## src/rtl/mdiv_pkg.sv

```systemverilog
// Shared types and sizing helpers for the sequential mantissa divider.
package mdiv_pkg;

  typedef enum logic [1:0] {
    RNE  = 2'b00,
    RTZ  = 2'b01,
    RAZ  = 2'b10,
    RSVD = 2'b11
  } round_mode_t;

  typedef enum logic [1:0] {
    IDLE = 2'b00,
    BUSY = 2'b01,
    DONE = 2'b10
  } mdiv_state_t;

  // Quotient bits: 1 integer, WIDTH fraction, guard, extra.
  function automatic int calc_n(input int width);
    return width + 3;
  endfunction

endpackage

```

## src/rtl/mdiv_round.sv

```systemverilog
// Normalise the raw quotient, derive guard/sticky and round to WIDTH bits.
module mdiv_round
  import mdiv_pkg::*;
#(
  parameter int WIDTH = 23
) (
  input  logic [calc_n(WIDTH)-1:0] q,
  input  logic [WIDTH:0]           r,
  input  logic [1:0]               round_mode,
  output logic [WIDTH-1:0]         m3,
  output logic                     decrement_exponent,
  output logic                     exact
);
  localparam int N = calc_n(WIDTH);

  logic [WIDTH-1:0] mant;
  logic [WIDTH:0]   sum;
  logic             norm, guard, sticky, inc, carry;

  always_comb begin
    norm   = q[N-1];
    mant   = q[N-3:1];
    guard  = q[0];
    sticky = |r;
    if (norm) begin
      mant   = q[N-2:2];
      guard  = q[1];
      sticky = q[0] | (|r);
    end
    unique case (round_mode_t'(round_mode))
      RTZ:     inc = 1'b0;
      RAZ:     inc = guard | sticky;
      default: inc = guard & (sticky | mant[0]);
    endcase
    // Carry-out wraps the mantissa to zero and bumps the exponent back up.
    sum                = {1'b0, mant} + {{WIDTH{1'b0}}, inc};
    carry              = sum[WIDTH];
    m3                 = sum[WIDTH-1:0];
    decrement_exponent = ~norm & ~carry;
    exact              = ~guard & ~sticky;
  end

  // A quotient >= 1 can never round up to 2.0, so this combination is unreachable.
  always_comb begin
    assert (!(carry && norm)) else $error("mdiv_round: carry-out with normalised quotient");
  end

endmodule

```

## src/rtl/mdiv_seq.sv

```systemverilog
// Handshaked radix-2^BPC restoring divider for (1.m1)/(1.m2) with registered rounding stage.
module mdiv_seq
  import mdiv_pkg::*;
#(
  parameter int WIDTH = 23,
  parameter int BPC   = 1
) (
  input  logic             clk,
  input  logic             reset,
  input  logic             flush,
  input  logic             in_valid,
  output logic             in_ready,
  input  logic [WIDTH-1:0] m1,
  input  logic [WIDTH-1:0] m2,
  input  logic [1:0]       round_mode,
  output logic             out_valid,
  input  logic             out_ready,
  output logic [WIDTH-1:0] m3,
  output logic [WIDTH:0]   r,
  output logic             decrement_exponent,
  output logic             exact
);
  localparam int N  = calc_n(WIDTH);
  localparam int CW = $clog2(N + 1);
  localparam logic [CW-1:0] LAST = CW'(N - BPC);
  localparam logic [CW-1:0] STEP = CW'(BPC);

  if (BPC < 1 || BPC > 2 || ((WIDTH + 3) % BPC) != 0) begin : g_bad_cfg
    $error("mdiv_seq: BPC must be 1 or 2 and divide WIDTH+3");
  end

  mdiv_state_t       state, state_nxt;
  round_mode_t       mode;
  logic [WIDTH:0]    dvs;
  logic [WIDTH+1:0]  rem, rem_nxt;
  logic [N-BPC-1:0]  quo;
  logic [BPC-1:0]    qbits;
  logic [N-1:0]      quo_nxt;
  logic [CW-1:0]     cnt;
  logic              last_cyc, accept;
  logic [WIDTH-1:0]  m3_rnd;
  logic              dec_rnd, exact_rnd;

  assign last_cyc = (state == BUSY) && (cnt == LAST);
  assign accept   = in_valid & in_ready & ~flush;

  always_ff @(posedge clk or negedge reset) begin
    if (!reset) state <= IDLE;
    else        state <= state_nxt;
  end

  always_comb begin
    state_nxt = state;
    if (flush) state_nxt = IDLE;
    else begin
      unique case (state)
        IDLE:    if (in_valid) state_nxt = BUSY;
        BUSY:    if (last_cyc) state_nxt = DONE;
        DONE:    if (out_ready) state_nxt = in_valid ? BUSY : IDLE;
        default: state_nxt = IDLE;
      endcase
    end
  end

  always_comb begin
    in_ready  = (state == IDLE) || ((state == DONE) && out_ready);
    out_valid = (state == DONE);
  end

  // BPC restoring steps per clock; the remainder is left unshifted after the very last step.
  always_comb begin
    rem_nxt = rem;
    qbits   = '0;
    for (int s = 0; s < BPC; s++) begin
      if (rem_nxt >= {1'b0, dvs}) begin
        qbits[BPC-1-s] = 1'b1;
        rem_nxt        = rem_nxt - {1'b0, dvs};
      end
      if (!(last_cyc && s == BPC - 1)) rem_nxt = rem_nxt << 1;
    end
    quo_nxt = {quo, qbits};
  end

  mdiv_round #(.WIDTH(WIDTH)) u_round (
    .q                  (quo_nxt),
    .r                  (rem_nxt[WIDTH:0]),
    .round_mode         (mode),
    .m3                 (m3_rnd),
    .decrement_exponent (dec_rnd),
    .exact              (exact_rnd)
  );

  always_ff @(posedge clk or negedge reset) begin
    if (!reset) begin
      dvs                <= '0;
      rem                <= '0;
      quo                <= '0;
      cnt                <= '0;
      mode               <= RNE;
      m3                 <= '0;
      r                  <= '0;
      decrement_exponent <= 1'b0;
      exact              <= 1'b0;
    end else if (accept) begin
      dvs  <= {1'b1, m2};
      rem  <= {2'b01, m1};
      quo  <= '0;
      cnt  <= '0;
      mode <= round_mode_t'(round_mode);
    end else if (state == BUSY && !flush) begin
      rem <= rem_nxt;
      quo <= quo_nxt[N-BPC-1:0];
      cnt <= cnt + STEP;
      if (last_cyc) begin
        m3                 <= m3_rnd;
        r                  <= rem_nxt[WIDTH:0];
        decrement_exponent <= dec_rnd;
        exact              <= exact_rnd;
      end
    end
  end

  // Final remainder must be strictly below the divisor.
  always_ff @(posedge clk) begin
    if (reset && last_cyc) begin
      assert (rem_nxt < {1'b0, dvs}) else $error("mdiv_seq: remainder not below divisor");
    end
  end

endmodule
```

## config.mk

```make
export PLATFORM = sky130hd
export DESIGN_NAME = mdiv_seq
export DESIGN_NICKNAME = d
export VERILOG_FILES = /design/src/rtl/mdiv_pkg.sv /design/src/rtl/mdiv_round.sv /design/src/rtl/mdiv_seq.sv
export SDC_FILE = /design/constraint.sdc
export NUM_CORES = 1
export LEC_CHECK = 0
export CORE_AREA = 2 2 114 138
export DETAILED_ROUTE_END_ITERATION = 12
export DIE_AREA = 0 0 116 140
export PLACE_DENSITY_LB_ADDON = 0.15
export SYNTH_ARGS = -nofsm -noshare
export SYNTH_HDL_FRONTEND = slang
export SYNTH_HIERARCHICAL = 1
export SYNTH_SLANG_ARGS = --single-unit
```

## constraint.sdc

```tcl
create_clock -name clk -period 6.2 [get_ports clk]
set_clock_uncertainty 0.1 [all_clocks]
set_input_delay 1.24 -clock clk [delete_from_list [all_inputs] [get_ports clk]]
set_output_delay 1.24 -clock clk [all_outputs]
set_load 0.01 [all_outputs]
```

Word level (Yosys, flattened, before mapping)
Index checks and enable logic that the tools add are counted.

Eq/ne operators: 9. Bitwise logic cells: 14. Multiplexer cells: 19. Reductions and logical operators: 11. Order comparisons: 1. $add $sub $neg: 3.

Operators with widths (number): two-way mux 25 bit (6); >= comparator 25 x 24 -> 1 bit (1); subtractor 25 x 24 -> 25 bit (1); adder 23 x 1 -> 24 bit (1); OR reduction 24 bit (1); two-way mux 23 bit (1); two-way mux 5 bit (2); two-way mux 2 bit (4); inequality test 3 bit, second input constant (2); inverter 1 bit (6); case mux 2 bit (3 select lines) (1); AND reduction 3 bit (2); adder 5 x 1 -> 5 bit, second input constant (1); AND 1 bit (5); equality test 5 bit, second input constant (1); equality test 2 x 1 -> 1 bit, second input constant (2); equality test 2 bit, second input constant (2); two-way mux 1 bit (4); logical AND 1 bit (3); inequality test 3 x 1 -> 1 bit, second input constant (1); inequality test 3 x 2 -> 1 bit, second input constant (1); bitwise OR 1 bit (3); zero test 2 bit (1); case mux 1 bit (2 select lines) (1); 4 further kinds (4).

Output and inout port bits: 51. Register bits after elaboration: 132.

Depth between registers and ports, before layout
Depth in word-level cells: 12. Gate-level depth with buffers: 29. Mapped depth without buffers: 26.

Hierarchy
The synthesis kept the hierarchy.

Modules (own cells, without submodules): mdiv_seq (cells an instance 787, times used 1, area an instance 7144.4 µm², sequential area each 3303.2 µm²); mdiv_round (cells an instance 167, times used 1, area an instance 1226.2 µm², sequential area each 0.0 µm²).

Least setup slack after synthesis
Ideal clock, no wire load.

Path kind: reg-to-reg. Start point: register rem[6]. End point: register m3[12]. Setup time: 0.065 ns. Arrival: 4.795 ns. Required time: 6.035 ns. Cell stages (with the launch flop): 25. Slack: 1.240 ns. Cells stage by stage: dfrtp_1 ha_1 a21o_1 a31o_1 a221o_1 o211a_1 or3_1 a31o_1 and3_1 a21oi_1 nor4_1 nand3_1 nor3_1 or2_2 a211oi_1 ha_1 ha_1 and3_1 a21boi_1 buf_2 nand4_1 xor2_1 mux2i_1 nand2_1 nand2_1.

Word-level cells in the longest chain between the ends: 10. Elaborated cells between the ends (all ways): 14. Classes of those cells: add/sub: 2; order compare: 1; mux: 6; bitwise: 4; reduce/logical: 1.

RTL lines: from (decl) (RTL line mdiv_seq.sv:35) `logic [WIDTH+1:0] rem, rem_nxt;`; from (signal assigned) (RTL line mdiv_seq.sv:106) `rem <= {2'b01, m1};`; from (signal assigned) (RTL line mdiv_seq.sv:111) `rem <= rem_nxt;`; subtractor 25 x 24 -> 25 bit / >= comparator 25 x 24 -> 1 bit (equally long branches) (RTL line mdiv_seq.sv:77, mdiv_seq.sv:75); two-way mux 25 bit * (RTL line mdiv_seq.sv:75) `if (rem_nxt >= {1'b0, dvs}) begin`; two-way mux 25 bit * (RTL line mdiv_seq.sv:79) `if (!(last_cyc && s == BPC - 1)) rem_nxt = rem_nxt << 1;`; net rem_nxt[19] (RTL line mdiv_seq.sv:35); OR reduction 24 bit * (RTL line mdiv_round.sv:24, mdiv_round.sv:28); bitwise OR 1 bit (RTL line mdiv_round.sv:28) `sticky = q[0] | (|r);`; two-way mux 1 bit * (RTL line mdiv_round.sv:25) `if (norm) begin`; bitwise OR 1 bit (RTL line mdiv_round.sv:33) `default: inc = guard & (sticky | mant[0]);`; AND 1 bit (RTL line mdiv_round.sv:33); case mux 1 bit (2 select lines) * (RTL line mdiv_round.sv:30) `unique case (round_mode_t'(round_mode))`; adder 23 x 1 -> 24 bit * (RTL line mdiv_round.sv:36) `sum = {1'b0, mant} + {{WIDTH{1'b0}}, inc};`; net m3_rnd[12] (RTL line mdiv_seq.sv:41) `logic [WIDTH-1:0] m3_rnd;`; to (signal assigned) (RTL line mdiv_seq.sv:115) `m3 <= m3_rnd;`; to (decl) (RTL line mdiv_seq.sv:18) `output logic [WIDTH-1:0] m3,`.

The timed path passes the listed nets; every way through them passes the cells marked *. The select of a mux whose other input is x is not followed. A chain may end at the register's enable or synchronous reset.

Worst setup path in the final report
Start point: register rem[11]. End point: register m3[16].

Word-level cells in the longest chain between the ends: 10. Elaborated cells between the ends (all ways): 14. Classes of those cells: add/sub: 2; order compare: 1; mux: 6; bitwise: 4; reduce/logical: 1.

RTL lines (RTL line): >= comparator 25 x 24 -> 1 bit * (mdiv_seq.sv:75); two-way mux 25 bit * (mdiv_seq.sv:75); two-way mux 25 bit * (mdiv_seq.sv:79); net rem_nxt[1] (mdiv_seq.sv:35); OR reduction 24 bit * (mdiv_round.sv:24, mdiv_round.sv:28); bitwise OR 1 bit (mdiv_round.sv:28); two-way mux 1 bit * (mdiv_round.sv:25); bitwise OR 1 bit (mdiv_round.sv:33); AND 1 bit (mdiv_round.sv:33); case mux 1 bit (2 select lines) * (mdiv_round.sv:30); adder 23 x 1 -> 24 bit * (mdiv_round.sv:36); net m3_rnd[16] (mdiv_seq.sv:41).

Marked as above.

==> results.json <==
{
  "io_buffers": 103,
  "syn2layout_area_growth_pct": 22.0,
  "rsz0062_at_grt": "false",
  "mostFrequentLayoutCells": "209 x nand2_1, 132 x dfrtp_1, 102 x clkdlybuf4s50_1",
  "netlist_area_mm2": 0.00837,
  "cp_data_required_time_ns": 6.46,
  "final_common_cell": "nand2_1",
  "finalCriticalPeriod_ns": 5.81,
  "hold_violations": 0,
  "finalSetupViolCount": 0,
  "intPower_mw": 2.67,
  "drive_above_1_share": 0.0858,
  "max_slew_margin": 0.414,
  "drt_iter0_drc": 528,
  "ctsHoldBuffers": 0,
  "gp_congestion": 0.962,
  "post-route-period-util": 0.938,
  "finalPower_mw": 4.61,
  "pwr-share-comb": 0.535,
  "grt_pass1_vias": 7159,
  "ioPinCount": 104,
  "rrSetupSlack_ns": 0.39,
  "wl_per_cell_um": 17.7,
  "hpwlAfterDp_um": 15800,
  "drv_slew": 0,
  "cts-root-buf": "clkbuf_16",
  "rows": 49,
  "wl_met2_um": 11300,
  "path_max_fanout": 13,
  "dr.pass1.iters": 5,
  "max_freq_ghz": 0.172,
  "top_layer_used": "met4",
  "ir_drop_mv": 0.283,
  "seqPwrFrac": 0.238,
  "arrival_ns": 6.07,
  "insertion_delay_ns": 0.42,
  "p_sw_frac": 0.421,
  "synth_cell_types": 74,
  "chipWidth_um": 116,
  "die-area_mm2": 0.0162,
  "tightest_slew_ns": 0.877,
  "synth-edff-count": 0,
  "power_frac_clock": 0.227,
  "routed_via_density": 5.89,
  "ys_seq_area_frac": 0.395,
  "detail-route-antenna-nets": 0,
  "met1Wirelength_um": 9380,
  "leakagePower_nw": 4.73,
  "cp-end-kind": "register",
  "grt_use_total": 0.289,
  "core-area_mm2": 0.0148,
  "ff2ff_path_depth": 24,
  "whs_path_depth": 2,
  "synth_nets": 1037,
  "drv_cap": 0,
  "clock_path_buffers": 2,
  "p_per_area_mw_per_mm2": 452,
  "synthCells": 954,
  "start_kind": "register",
  "clk_transition_reported_paths_ns": 0.06,
  "met3WireLength_um": 1100,
  "grt_antenna_before_repair": 1,
  "cts_num_sinks": 132,
  "ys_warn_count": 6,
  "p_switching_mw": 1.94,
  "r2r-end": "m3[16]",
  "synth_seq_cells": 132,
  "finalNetCount": 1130,
  "start_util": 0.564,
  "min_from": "m3[7]",
  "setup_tns_ns": 0,
  "finalWirelength_um": 22400,
  "crit_type": "reg2reg",
  "reg2reg_from": "rem[11]",
  "grt_max_degree": 67,
  "cts_tree": "yes",
  "min_to": "m3[7]",
  "drc_errors": 0,
  "async_reset_ff_frac": 1.00,
  "hold_class": "reg2reg",
  "cts_max_level": 4,
  "synthFlopType": "dfrtp_1",
  "grt-ovfl-total": 0,
  "via_count": 7454,
  "die_y_um": 140,
  "grt_pass1_wl_um": 36700,
  "status": "completed",
  "avgSynthCellArea_um2": 8.77,
  "cts_buffers": 17
}
per-layer routing:
metal,vias to the layer above,track usage
li1,3557,-
met1,3595,0.374
met2,248,0.481
met3,54,0.0472
met4,0,0.114
met5,-,0
cell type report:
cell class	instances	area [um^2]
multi-input combinational	733	4680
fill	1226	4620
sequential	132	3300
timing repair buffer	131	1240
clock buffer	20	457
tap	204	255
clock inverter	12	154
inverter	32	123
antenna	1	2.50
critical path, stage by stage, from the launching register on:
cell,delay (ns)
dfrtp_1,0.40
ha_1,0.37
a21oi_1,0.30
nand2_1,0.14
a221oi_2,0.28
o2111ai_1,0.25
o2bb2ai_4,0.44
buf_4,0.19
mux2_2,0.36
mux2i_1,0.30
nor4_1,0.11
nand3_1,0.11
nor3_1,0.06
or2_2,0.27
a211oi_1,0.25
ha_1,0.24
ha_1,0.21
and3_1,0.23
a21boi_1,0.37
buf_4,0.22
nand4b_1,0.11
xor2_1,0.17
mux2i_1,0.14
nand2_1,0.06
nand2_1,0.06
cell families (layout without fill, tap and decap cells):
kind of cell,Yosys count,in the layout,synth area share
buffers and inverters,89,195,0.0475
other,0,1,0
AOI/OAI and AO/OA,228,228,0.180
DFF,132,132,0.395
muxes,68,68,0.0833
adders and majority gates,30,30,0.0457
and+or+nand+nor,356,356,0.196
xor gates and xnor gates,51,51,0.0534
worst max path at each step:
stage	endpoint	startpoint	slack, ns	cells after the start
detailed placement	m3[16]	rem[6]	0.48	25
global placement	m3[22]	rem[6]	0.52	22
floorplan	m3[12]	rem[6]	1.24	24
finish	m3[16]	rem[11]	0.39	24
global route	m3[12]	rem[8]	0.06	24
CTS	m3[16]	rem[11]	0.42	25
metrics by stage:
| stage | hold WS (ns) | cell area (um^2) | setup WS, ns | util | std cells |
|---|---|---|---|---|---|
| after floorplan | 0.340 | 8370 | 1.24 | - | 954 |
| after CTS | 0.375 | 10100 | 0.418 | 0.684 | 1255 |
| after global routing | 0.388 | 10200 | 0.0627 | 0.688 | 1264 |
| after detailed placement | 0.361 | 9530 | 0.480 | 0.643 | 1223 |
| final | 0.368 | 10200 | 0.387 | 0.688 | 1265 |
| after global placement | 0.357 | 9530 | 0.516 | 0.643 | 1223 |
Yosys cell counts (3+ instances only):
master     instances  area [um^2]
nor2b_1            7         43.8
clkbuf_1          38          143
a31oi_1            4         25.0
a22o_1            13          114
nor4_1             9         56.3
and4_1             5         43.8
a311oi_1           3         26.3
xnor2_1           17          149
ha_1              29          363
buf_2              7         35.0
o31ai_1            8         60.1
a211oi_1           5         37.5
buf_1              4         15.0
a22oi_1           10         75.1
xor2_1            34          298
o2111ai_1          3         26.3
a21o_1            23          173
nand4_1           18          113
nand3_1           24          120
o21ai_0           82          410
nand2b_1           5         31.3
o211ai_1           5         37.5
a21oi_1           36          180
or2_2              4         25.0
and2_1             8         50.1
nor3_1             6         30.0
and3_1            13         81.3
mux2_2            10          113
nand2_1          210          788
nor2_1            29          109
dfrtp_1          132         3300
mux2i_1           57          571
o21ai_1            4         20.0
o21a_1             5         37.5
inv_1             31          116
buf_6              6         67.6
state kept, by name, indices dropped and copies added, names as in the netlist:
signal / cells
exact: 1
mode: 2
dvs: 24
state: 2
decrement_exponent: 1
m3: 23
rem: 25
quo: 25
cnt: 5
r: 24
repair_timing:
action	4_1_cts	5_1_grt
setup buffers	0	9
endpoints found under the setup margin	0	3
gates resized for setup	0	0
power by group through the flow:
| stage | sequential (mW) | combinational (mW) | clock [mW] |
|---|---|---|---|
| final | 1.10 | 2.47 | 1.05 |
| after global routing | 1.11 | 2.69 | 1.09 |
| after CTS | 1.09 | 2.33 | 1.06 |
| after detailed placement | 1.11 | 2.31 | 0 |
| after global placement | 1.10 | 2.30 | 0 |
| after floorplan | 1.07 | 1.75 | 0 |
Note: power is estimated with default switching activity, not from simulation.
